$ cat config.mk
export PLATFORM = sky130hd
export DESIGN_NAME = store_buffer
export DESIGN_NICKNAME = d
export VERILOG_FILES = /design/src/rtl/store_buffer_pkg.sv /design/src/rtl/store_buffer.sv
export SDC_FILE = /design/constraint.sdc
export NUM_CORES = 1
export LEC_CHECK = 0
export BUFFER_PORTS_ARGS = -buffer_cell sky130_fd_sc_hd__buf_2
export CELL_PAD_IN_SITES_DETAIL_PLACEMENT = 1
export CELL_PAD_IN_SITES_GLOBAL_PLACEMENT = 2
export CORE_MARGIN = 1
export CORE_UTILIZATION = 46
export CTS_BUF_LIST = sky130_fd_sc_hd__clkbuf_4
export DETAILED_ROUTE_END_ITERATION = 6
export GPL_TIMING_DRIVEN = 0
export PLACE_DENSITY = 0.95
export SYNTH_ARGS = -nofsm -noshare
export SYNTH_HDL_FRONTEND = slang
export SYNTH_SLANG_ARGS = --single-unit
$ cat constraint.sdc
create_clock -name clk -period 6.3 [get_ports clk]
set_input_delay 0.945 -clock clk [delete_from_list [all_inputs] [get_ports clk]]
set_output_delay 0.945 -clock clk [all_outputs]
set_load 0.01 [all_outputs]
$ cat src/rtl/store_buffer_pkg.sv
// -----------------------------------------------------------------------------
// store_buffer_pkg
//   Shared defaults and derived-width helpers for the posted-write store
//   buffer that sits between the core data port and data memory.
//   - SB_DEPTH_DEF : default number of queued stores (power of two, 2..16)
//   - SB_AW_DEF    : default byte-address width
//   - sb_ptr_width : pointer width for a given depth (log2(depth))
//   - sb_idx_width : word-index width for a given byte-address width
// -----------------------------------------------------------------------------
package store_buffer_pkg;

    localparam int SB_DEPTH_DEF = 4;
    localparam int SB_AW_DEF    = 32;

    // Pointer width; a depth below 2 still needs one pointer bit.
    function automatic int sb_ptr_width(input int depth);
        int w;
        if (depth <= 2) begin
            w = 1;
        end else begin
            w = $clog2(depth);
        end
        return w;
    endfunction

    // Stores are whole words, so the two byte-offset bits are dropped.
    function automatic int sb_idx_width(input int aw);
        return aw - 2;
    endfunction

endpackage

$ cat src/rtl/store_buffer.sv
// -----------------------------------------------------------------------------
// store_buffer
//   Posted-write buffer between the core data port and data memory. Word
//   stores are accepted in one cycle into a circular FIFO and drained to
//   memory over a valid/ready handshake. Loads read memory combinationally;
//   the youngest queued store to the same word is forwarded instead so the
//   core always observes program-order data.
//
// Ports
//   clk        in   rising-edge clock
//   reset      in   asynchronous active-high reset (discards queued stores)
//   core_we    in   core store request this cycle
//   core_addr  in   byte address from core (load and store)
//   core_wdata in   store data from core
//   core_rdata out  load data (forwarded store data or mem_rdata)
//   stall      out  store not accepted this cycle (buffer full)
//   empty      out  no stores queued
//   mem_valid  out  oldest queued store presented to memory
//   mem_ready  in   memory accepts the presented store
//   mem_waddr  out  word-aligned address of oldest queued store
//   mem_wdata  out  data of oldest queued store
//   mem_raddr  out  load address to memory read port (= core_addr)
//   mem_rdata  in   combinational memory read data
// -----------------------------------------------------------------------------
module store_buffer
    import store_buffer_pkg::*;
#(
    parameter int DEPTH = SB_DEPTH_DEF,
    parameter int AW    = SB_AW_DEF
) (
    input  logic          clk,
    input  logic          reset,
    input  logic          core_we,
    input  logic [AW-1:0] core_addr,
    input  logic [31:0]   core_wdata,
    output logic [31:0]   core_rdata,
    output logic          stall,
    output logic          empty,
    output logic          mem_valid,
    input  logic          mem_ready,
    output logic [AW-1:0] mem_waddr,
    output logic [31:0]   mem_wdata,
    output logic [AW-1:0] mem_raddr,
    input  logic [31:0]   mem_rdata
);

    localparam int PTRW = sb_ptr_width(DEPTH);
    localparam int IW   = sb_idx_width(AW);

    localparam logic [PTRW:0]   COUNT_FULL = (PTRW + 1)'(DEPTH);
    localparam logic [PTRW:0]   COUNT_ZERO = {(PTRW + 1){1'b0}};
    localparam logic [PTRW:0]   COUNT_ONE  = (PTRW + 1)'(1'b1);
    localparam logic [PTRW-1:0] PTR_ONE    = PTRW'(1'b1);

    // Entry storage (never reset: only entries below count are meaningful).
    logic [IW-1:0]   entry_addr_q [DEPTH];
    logic [IW-1:0]   entry_addr_d [DEPTH];
    logic [31:0]     entry_data_q [DEPTH];
    logic [31:0]     entry_data_d [DEPTH];

    logic [PTRW-1:0] wr_ptr_q;
    logic [PTRW-1:0] wr_ptr_d;
    logic [PTRW-1:0] rd_ptr_q;
    logic [PTRW-1:0] rd_ptr_d;
    logic [PTRW:0]   count_q;
    logic [PTRW:0]   count_d;

    logic            full_s;
    logic            empty_s;
    logic            push_s;
    logic            pop_s;
    logic [IW-1:0]   core_idx_s;
    logic            fwd_hit_s;
    logic [31:0]     fwd_data_s;

    assign core_idx_s = core_addr[AW-1:2];

    // Occupancy flags and handshake qualifiers.
    // A pop in this cycle does not free a slot for a push in the same cycle,
    // so push depends only on the registered count.
    always_comb begin
        full_s  = (count_q == COUNT_FULL);
        empty_s = (count_q == COUNT_ZERO);
        push_s  = core_we & ~full_s;
        pop_s   = ~empty_s & mem_ready;
    end

    // Pointer and count next-state.
    always_comb begin
        wr_ptr_d = wr_ptr_q;
        rd_ptr_d = rd_ptr_q;
        count_d  = count_q;

        // Pointers wrap naturally because DEPTH is a power of two.
        if (push_s) begin
            wr_ptr_d = wr_ptr_q + PTR_ONE;
        end else begin
            wr_ptr_d = wr_ptr_q;
        end

        if (pop_s) begin
            rd_ptr_d = rd_ptr_q + PTR_ONE;
        end else begin
            rd_ptr_d = rd_ptr_q;
        end

        case ({push_s, pop_s})
            2'b10:   count_d = count_q + COUNT_ONE;
            2'b01:   count_d = count_q - COUNT_ONE;
            default: count_d = count_q;
        endcase
    end

    // Entry storage next-state: only the write-pointer slot changes on a push.
    always_comb begin
        for (int i = 0; i < DEPTH; i++) begin
            entry_addr_d[i] = entry_addr_q[i];
            entry_data_d[i] = entry_data_q[i];
        end
        if (push_s) begin
            entry_addr_d[wr_ptr_q] = core_idx_s;
            entry_data_d[wr_ptr_q] = core_wdata;
        end else begin
            entry_addr_d[wr_ptr_q] = entry_addr_q[wr_ptr_q];
            entry_data_d[wr_ptr_q] = entry_data_q[wr_ptr_q];
        end
    end

    // Pointer/count registers; reset discards every queued store.
    always_ff @(posedge clk or posedge reset) begin
        if (reset) begin
            wr_ptr_q <= {PTRW{1'b0}};
            rd_ptr_q <= {PTRW{1'b0}};
            count_q  <= COUNT_ZERO;
        end else begin
            wr_ptr_q <= wr_ptr_d;
            rd_ptr_q <= rd_ptr_d;
            count_q  <= count_d;
        end
    end

    // Entry storage registers (data path, no reset).
    always_ff @(posedge clk) begin
        for (int i = 0; i < DEPTH; i++) begin
            entry_addr_q[i] <= entry_addr_d[i];
            entry_data_q[i] <= entry_data_d[i];
        end
    end

    // Forwarding search: walk the queue from oldest (age 0 at rd_ptr) to
    // youngest so the last match is the youngest store to that word. The
    // entry being popped this cycle still takes part.
    always_comb begin
        logic [PTRW-1:0] idx_v;
        fwd_hit_s  = 1'b0;
        fwd_data_s = 32'h0000_0000;
        idx_v      = rd_ptr_q;
        for (int k = 0; k < DEPTH; k++) begin
            idx_v = rd_ptr_q + PTRW'(k);
            if (((PTRW + 1)'(k) < count_q) && (entry_addr_q[idx_v] == core_idx_s)) begin
                fwd_hit_s  = 1'b1;
                fwd_data_s = entry_data_q[idx_v];
            end else begin
                fwd_hit_s  = fwd_hit_s;
                fwd_data_s = fwd_data_s;
            end
        end
    end

    // Core-facing outputs: combinational from this cycle's inputs and state.
    always_comb begin
        stall     = core_we & full_s;
        mem_raddr = core_addr;
        if (fwd_hit_s) begin
            core_rdata = fwd_data_s;
        end else begin
            core_rdata = mem_rdata;
        end
    end

    // Memory-facing outputs: depend on registered state only, so they hold
    // steady while a presented store waits for mem_ready.
    always_comb begin
        empty     = empty_s;
        mem_valid = ~empty_s;
        mem_waddr = {entry_addr_q[rd_ptr_q], 2'b00};
        mem_wdata = entry_data_q[rd_ptr_q];
    end

endmodule
==> PnR_summary.wiki <==
{| class="wikitable"
! Metric !! Value
|-
| Starting utilization of the core area || 46.66%
|-
| Relative area change from synthesis to final layout || 14.05%
|-
| Synth cell types || 57
|-
| Vias || 18635
|-
| Clock Sink Count || 255
|-
| Setup-violating endpoint count in the final report || 0
|-
| Initial antenna violation count || 5
|-
| Number of global-route vias before repair || 18897
|-
| Commonest non-fill, non-tap cell in the layout || sky130_fd_sc_hd__nor2b_1
|-
| Worst EP required || 5350 ps
|-
| Height of the chip || 219.3 um
|-
| Number of enable-type register cells in the synthesized netlist || 248
|-
| FF+latch count, synth || 255
|-
| Actual transition at the worst max-transition pin || 1246 ps
|-
| Cells on worst reg2reg path || 7
|-
| Overall Power || 15.28 mW
|-
| Min Clock Period, post-route || 6252 ps
|-
| Clock latency at the later pin of the worst-skew pair || 880 ps
|-
| Endpoint of the lowest-slack register-to-register path || entry_addr_q[0][17]
|-
| Number of primary I/O pins || 231
|-
| Number of non-filler instances in the completed layout || 2660
|-
| Net count of the finished layout || 2105
|-
| FFs w/ async S/R, synth || 2.745%
|-
| Status || complete, no violations
|-
| Element type at the critical path end || primary output
|-
| CTS Buf Count || 73
|-
| Global-route usage over all layers || 36.38%
|-
| Worst reg2reg path startpoint || count_q[0]
|-
| Synth Cell Area || 21720 um2
|-
| Average routed wire per standard cell || 32.64 um
|-
| Clock buffer depth || 3
|-
| Iteration-0 DRC count of the detailed router || 2566
|-
| Setup TNS || 0 ps
|-
| Fraction of the yosys area taken by sequential cells || 35.09%
|-
| Maximum number of pins on one net before global-route repair || 52
|-
| Clock tree root buffer cell || sky130_fd_sc_hd__clkbuf_4
|-
| Hold violation count in the final report || 0
|-
| Number of pins with negative max-slew slack in the final report || 0
|-
| Setup slack after placement || 122.4 ps
|-
| Max IR drop VDD || 0.2948 mV
|-
| Area of the placeable core || 46560 um2
|-
| Die outline width || 219.3 um
|-
| Areal power density over the cells || 616.6 nW/um2
|-
| Antenna violation net count after detailed routing || 0
|-
| Gate count after technology mapping || 1705
|-
| Number of placed instances, taps included || 2516
|-
| Via/cell ratio || 7.006
|-
| Clk slew on worst S/H paths || 80 ps
|-
| Synthesis Warnings || 0
|-
| Port bufs || 199
|-
| Classification of the worst setup path || reg -> out
|-
| Type of origin of the critical path || register
|-
| Wire length of the first global-routing pass || 126300 um
|-
| First-pass iteration count of the detailed router || 6
|-
| Setup repair after global routing missed its margin || no
|-
| Reg-to-reg setup timing slack || 2140 ps
|-
| Die ar. || 48100 um2
|-
| Synth Area per Inst || 12.74 um2
|-
| RD Place Congestion || 0.9927
|-
| CTS Hold Bufs || 0
|-
| Post-route DRC || 0
|-
| Number of H-tree levels || 3
|-
| Core Rows || 79
|-
| Final HPWL from detailed placement || 61600 um
|-
| Largest fanout on the critical path || 10
|-
| CTS tree || done
|-
| Worst Path Arrival || 5310 ps
|-
| Worst slew margin relative to its limit || 16.90%
|-
| Number of maximum-capacitance violations || 0
|-
| Final clock skew || 73.70 ps
|-
| Global route total overflow || 0
|-
| Setup slack of the critical path after layout || 48.36 ps
|-
| Worst min-delay path category || in -> async
|-
| Leakage power || 8.694 nW
|-
| Commonest non-fill, non-tap cells in the layout || 250 x sky130_fd_sc_hd__nor2b_1, 248 x sky130_fd_sc_hd__mux4_2, 248 x sky130_fd_sc_hd__edfxtp_1
|-
| Ratio of final minimum period to clock period || 99.23%
|-
| Max Clock Freq || 160.0 MHz
|-
| Prevailing post-synth register cell || sky130_fd_sc_hd__edfxtp_1
|-
| Routed Wire Length || 86830 um
|-
| Fraction of final layout cells with drive strength greater than 1 || 36.85%
|}
worst max-delay path, stage by stage, from the launching register on:
cell and delay (ps):
sky130_fd_sc_hd__dfrtp_1 390, sky130_fd_sc_hd__buf_6 190, sky130_fd_sc_hd__buf_6 190, sky130_fd_sc_hd__inv_1 270, sky130_fd_sc_hd__buf_4 300, sky130_fd_sc_hd__clkbuf_4 290
sky130_fd_sc_hd__buf_4 330, sky130_fd_sc_hd__mux2i_1 270, sky130_fd_sc_hd__xnor2_1 260, sky130_fd_sc_hd__nand4_1 270, sky130_fd_sc_hd__nor4_4 420, sky130_fd_sc_hd__and2_1 180
sky130_fd_sc_hd__buf_2 260, sky130_fd_sc_hd__buf_2 280, sky130_fd_sc_hd__a41oi_1 120, sky130_fd_sc_hd__a21oi_2 270, sky130_fd_sc_hd__buf_2 170
routing by layer:
metal / track usage [%] / part of all wire (%) / vias to the layer above
met5: 0 / 0.015 / -
met4: 15.72 / 4.4 / 2
met3: 8.552 / 11 / 274
met2: 56.21 / 47 / 1452
met1: 48.92 / 37 / 9518
li1: - / - / 7389
synthesized netlist by cell type, drive strengths merged (2+ instances only):
cell type  count  area share (%)
o22ai         75             2.2
edfxtp       248              34
nand3          6            0.14
dfrtp          7            0.81
mux2i        177             8.2
nor2          43            0.74
a221oi         2           0.081
a2bb2oi        7            0.28
a22oi          2           0.069
and3           4            0.12
a21boi         2           0.069
clkbuf        98             1.7
o221ai         5            0.20
a21oi         40            0.92
mux2          11            0.57
xnor2         90             3.6
nand2b         6            0.17
nor4           6            0.27
mux4         248              26
ha             8            0.46
or3            2           0.058
inv           16            0.28
xor2          19            0.77
o21ai          9            0.21
a211oi        34             1.9
buf          131             3.9
o2111ai        6            0.24
a41oi         32             1.3
nand2         20            0.35
o31ai          2           0.069
nor2b        250             7.2
a222oi         2           0.092
and2           3           0.086
a2111oi        4            0.28
nand4         80             2.3
worst max-delay path by stage:
stage | endpoint | slack (ps) | cells past startpoint | start
2_1_floorplan | core_rdata[1] | 2270 | 10 | core_addr[19]
3_3_place_gp | core_rdata[1] | 270 | 15 | rd_ptr_q[0]
3_5_place_dp | core_rdata[1] | 120 | 15 | rd_ptr_q[0]
4_1_cts | core_rdata[1] | 5 | 16 | rd_ptr_q[1]
5_1_grt | core_rdata[1] | 30 | 17 | rd_ptr_q[1]
6_report | core_rdata[1] | 50 | 16 | rd_ptr_q[0]
report_power, final:
group / switching, mW / total, mW / internal [mW]
clock network: 0.824 / 1.54 / 0.714
registers: 0.840 / 3.79 / 2.95
logic: 5.62 / 9.95 / 4.33
total: 7.28 / 15.3 / 8.00
what timing repair did:
item / in CTS / in global routing
buffers inserted: 13 / 1
endpoints found under the setup margin: 32 / 29
pin swaps: 5 / 2
gates resized for setup: 15 / 16
area by class of cell:
cell class                      count  area (um2)
Fill cell                        4854       21780
Multi-Input combinational cell   1206       13000
Sequential cell                   255        7622
Buffer                            228        1241
Timing Repair Buffer              217        1211
Tap cell                          607       759.5
Clock buffer                       95       713.2
Clock inverter                     32       156.4
Inverter                           16       60.06
Antenna cell                        4       10.01
flip-flops by register name, indices dropped and copies added, names as in the netlist:
name          count
wr_ptr_q          2
rd_ptr_q          2
entry_addr_q    120
count_q           3
entry_data_q    128
through the flow:
step	util [%]	hold slack [ps]	area [um2]
2_1_floorplan	-	505.4	21730
3_3_place_gp	50.44	611.0	23480
3_5_place_dp	50.80	630.6	23650
4_1_cts	53.02	29.85	24690
5_1_grt	53.22	61.54	24780
6_report	53.22	42.62	24780
cell families after synthesis:
kind of cell,share of synthesized area (%)
muxes,34.51
and+or+nand+nor,11.63
DFF,35.09
buffers and inverters,5.875
AOI/OAI and AO/OA,8.029
xor gates and xnor gates,4.394
adders and majority gates,0.4608
other,0.01726
Note: power is estimated with default switching activity, not from simulation.
